===== src/rtl/mo_line_buffer.sv =====
// Double-buffered motion-object scanline buffer: one bank collects the next line's
// object pixels while the other is read out at HCNT; banks swap on LINE.
module mo_line_buffer (
    input  logic       clk,
    input  logic       RESETn,
    input  logic       ce5,
    input  logic       LINE,
    input  logic       LDH,
    input  logic [7:0] HPOS,
    input  logic       WREN,
    input  logic       PLAYER2,
    input  logic [2:0] AR,
    input  logic [7:0] HCNT,
    output logic [2:0] MOPIX,
    output logic       MOACT
);

    logic             bank;
    logic             rd_bank;
    logic [7:0]       wx;
    logic [7:0]       wr_addr;
    logic [7:0]       next_addr;
    logic [1:0][255:0] flags;
    logic [2:0]       ram [2][256];
    logic             wr_pix;
    logic             rd_flag;
    logic [2:0]       rd_pix;

    always_comb begin
        rd_bank   = ~bank;
        wr_addr   = LDH ? HPOS : wx;
        next_addr = PLAYER2 ? wr_addr - 8'd1 : wr_addr + 8'd1;
        // First opaque pixel at a location wins; later objects are masked by its flag.
        wr_pix    = WREN && !LINE && (AR != 3'd0) && !flags[bank][wr_addr];
        rd_flag   = flags[rd_bank][HCNT];
        rd_pix    = ram[rd_bank][HCNT];
    end

    always_ff @(posedge clk or negedge RESETn) begin
        if (!RESETn) begin
            bank  <= 1'b0;
            wx    <= '0;
            flags <= '0;
            MOPIX <= '0;
            MOACT <= 1'b0;
        end else if (ce5) begin
            MOPIX <= rd_flag ? rd_pix : 3'd0;
            MOACT <= rd_flag;
            if (LINE) begin
                // The bank just displayed becomes the write bank and starts empty.
                bank           <= rd_bank;
                flags[rd_bank] <= '0;
                if (LDH)
                    wx <= HPOS;
            end else begin
                if (WREN)
                    wx <= next_addr;
                else if (LDH)
                    wx <= HPOS;
                if (wr_pix)
                    flags[bank][wr_addr] <= 1'b1;
            end
        end
    end

    // Colour storage is never cleared; the occupied flags alone gate visibility.
    always_ff @(posedge clk) begin
        if (ce5 && wr_pix)
            ram[bank][wr_addr] <= AR;
    end

endmodule


===== config.mk =====
export PLATFORM = sky130hd
export DESIGN_NAME = mo_line_buffer
export DESIGN_NICKNAME = d
export VERILOG_FILES = /design/src/rtl/mo_line_buffer.sv
export SDC_FILE = /design/constraint.sdc
export NUM_CORES = 2
export LEC_CHECK = 0
export CORE_AREA = 2 2 307 461
export CTS_CLUSTER_DIAMETER = 60
export DETAILED_ROUTE_END_ITERATION = 10
export DIE_AREA = 0 0 309 463
export PLACE_DENSITY = 0.78
export SLEW_MARGIN = 20
export SYNTH_ARGS = -nofsm -noshare
export SYNTH_HDL_FRONTEND = slang
export SYNTH_SLANG_ARGS = --single-unit

===== constraint.sdc =====
create_clock -name clk -period 11.17 [get_ports clk]
set_clock_uncertainty 0.05 [all_clocks]
set_input_delay 2.234 -clock clk [delete_from_list [all_inputs] [get_ports clk]]
set_output_delay 2.234 -clock clk [all_outputs]
set_load 0.03 [all_outputs]

==> impl_metrics.toml <==
[floorplan]
die_w_um = 309
fp.dieH_um = 463
dieArea_um2 = 143000
start_util_pct = 64.5
core_um2 = 139000
row_count = 168
io_pins = 30

[power_and_ir_drop]
p_switching_mw = 4.04
clkPwrFrac_pct = 37.4
cell_internal_pwr_mw = 12.1
vdd_drop_max_v = 0.000130
p_per_area_nw_per_um2 = 166
p_seq_share_pct = 51.5
p_leak_nw = 33.0
share_comb_of_total_power_pct = 11.1
p_sw_share_pct = 25.1

[detailed_routing]
vias = 55900
vias_per_cell = 7.15
routed_wirelength_um = 255000
drt-pass1-iter-count = 8
drt_iter0_markers = 7965
drc = 0
wl_per_cell_um = 32.6
ant_nets = 0

[setup_path]
crit_path_max_fanout = 32
setup.worst_path.start = "LDH"
r2r_start = "bank$_DFFE_PN0P_"
worst-setup-path-type = "in -> reg"
critPathRequiredTime_ps = 11630
cp-end-kind = "flop"
cp_data_arrival_time_ps = 8370
worst_setup_path_start_kind = "input port"

[placed_design]
post-place-ws_ps = 2750
placement.cell_area_um2 = 91400
place_congestion = 1.00
portBuffers = 29
detailed_place_hpwl_um = 153000

[synthesis]
synth_warnings = 0
syn_area_um2 = 89800
syn-instance-count = 5986
synth_top_area_share_pct = 51.4
async_flop_share_pct = 25.5
ys_types = 71
yosys_register_bits = 2061
synth_ff_type = "edfxtp_1"
synth_nets = 6019
synth_top_cell_by_area = "edfxtp_1"
synth.top_cells.by_area = "edfxtp_1 (51%), dfrtp_1 (15%), mux4_2 (12%), mux2i_1 (4.1%), o21ai_0 (2.6%)"
seq_area_frac_synth_pct = 66.0
synth_edf_count = 1536
syn_area_per_cell_um2 = 15.0

[cells_and_area]
drive_gt1_share_pct = 16.5
seqCellArea_um2 = 59300
finalNetCount = 5833
area_growth_pct = 8.02
utilization_pct = 69.7
final_cell_mix = "edfxtp_1 (1536), nand2_1 (530), dfrtp_1 (524)"
final_common_cell = "edfxtp_1"
fin_area_um2 = 97000
multi_input_area_um2 = 28100
fillCellCount = 8872

[run]
max_cap_viol_count = 0

[clock_tree]
cts_setup_buffers = 0
root_buffer = "clkbuf_16"
cts_tree = "done"
cts.sinks = 2061
insertion_delay_ps = 850
cts_buffers = 181
htree_levels = 4
cts_buffer_depth = 3
cts_resized = 0
holdBufCountCts = 0
clkTransAtPathRegs_ps = 60

[timing]
slew_headroom_pct = 10.4
tightestPinTransition_ps = 1310
fin_ws_ps = 3270
fmax_mhz = 127
grt_setup_unrepaired = "no"
period_needed_ps = 7900
period_share_pct = 70.7
whs_ps = 452
finalHoldViolCount = 0
setup_violations = 0
drv_slew = 0
setup_tns_ps = 0

[global_route]
antenna_found_initial = 23
grt_max_degree = 214
grt_pass1_vias = 56700
grt_usage_pct = 36.1
grt_pass1_wl_um = 372000
grt.overflow.total = 0

[worst_hold_path]
min_path_type = "reg -> reg"
hp-start = "flags[429]$_DFFE_PN0P_"

[outcome]
outcome = "finished, final reports clean"
## stage by stage
step | std cells | power (mW)
after detailed placement | 7485 | 10.2
after global routing | 7817 | 16.4
after global placement | 7485 | 10.1
after floorplan | 5986 | 9.58
after CTS | 7813 | 16.1
final | 7822 | 16.1
## critical path, cell delays in order
cell             delay (ps)
clkdlybuf4s50_1        1020
or3b_2                  830
buf_4                   530
nand2_1                 270
a2111oi_0               500
o2111ai_1               290
a21oi_1                 260
and3_1                  500
nand4_1                 980
buf_4                   600
nor2_1                  280
## power by group through the flow
| stage | Sequential [mW] | Clock (mW) | Combinational [mW] |
|---|---|---|---|
| floorplan | 8.44 | 0 | 1.15 |
| global placement | 8.45 | 0 | 1.69 |
| detailed placement | 8.45 | 0 | 1.72 |
| CTS | 8.29 | 6.04 | 1.73 |
| global route | 8.29 | 6.31 | 1.83 |
| finish | 8.29 | 6.01 | 1.79 |
## cells in the mapped netlist (21+ instances only)
library cell  instances
o21ai_0             473
o211ai_1             26
mux4_2              485
buf_6                27
clkbuf_1            382
nand2_1             546
mux2i_1             368
edfxtp_1           1536
a21oi_1             302
dfrtp_1             525
nand3_1              21
a22o_1              105
a221oi_1             21
a22oi_1             131
o41ai_1              52
nor2_1              432
and2_1              157
buf_2                85
buf_4                26
## cell type report
cell class	count	share of cell area, %
Timing Repair Buffer	178	1.66
Clock buffer	223	4.91
Sequential cell	2061	61.1
Clock inverter	105	0.879
Tap cell	1870	2.41
Multi-Input combinational cell	3362	29.0
Inverter	16	0.0619
Antenna cell	7	0.0181
## kinds of logic (layout without fill, tap and decap cells)
kind of cell | count (synthesis) | count (layout) | synth area share, %
and+or+nand+nor | 1258 | 1258 | 6.08
adders and majority gates | 7 | 7 | 0.106
buffers and inverters | 563 | 522 | 2.96
xor gates and xnor gates | 6 | 6 | 0.0585
DFF | 2061 | 2061 | 66.0
AOI/OAI and AO/OA | 1221 | 1221 | 8.34
other | 0 | 7 | 0
muxes | 870 | 870 | 16.5
## path summary, 6_finish.rpt
| check | slack, ps | cells after the start | end |
|---|---|---|---|
| min in group asynchronous | 1410 | 1 | flags[347]$_DFFE_PN0P_ |
| max in group asynchronous | 7980 | 2 | flags[272]$_DFFE_PN0P_ |
| max reg2reg | 4350 | 11 | ram[0][542]$_DFFE_PP_ |
| min | 450 | 2 | flags[429]$_DFFE_PN0P_ |
| max | 3270 | 11 | ram[0][244]$_DFFE_PP_ |
| min reg2reg | 450 | 2 | flags[429]$_DFFE_PN0P_ |
## state kept, by name, summed over array words and instances, names as in the netlist
name / count
MOACT: 1
MOPIX: 3
bank: 1
flags: 512
ram: 1536
wx: 8
## layer usage
layer  wire length [um]  part of all wire (%)  track usage, %  up-vias
li1                   -                     -               -    22700
met1              82100                    32            43.0    28400
met3              27900                    11            9.92     1074
met4              21800                   8.6            25.8       22
met2             123000                    48            57.0     3720
met5                140                 0.055               0        -
Note: power is estimated with default switching activity, not from simulation.
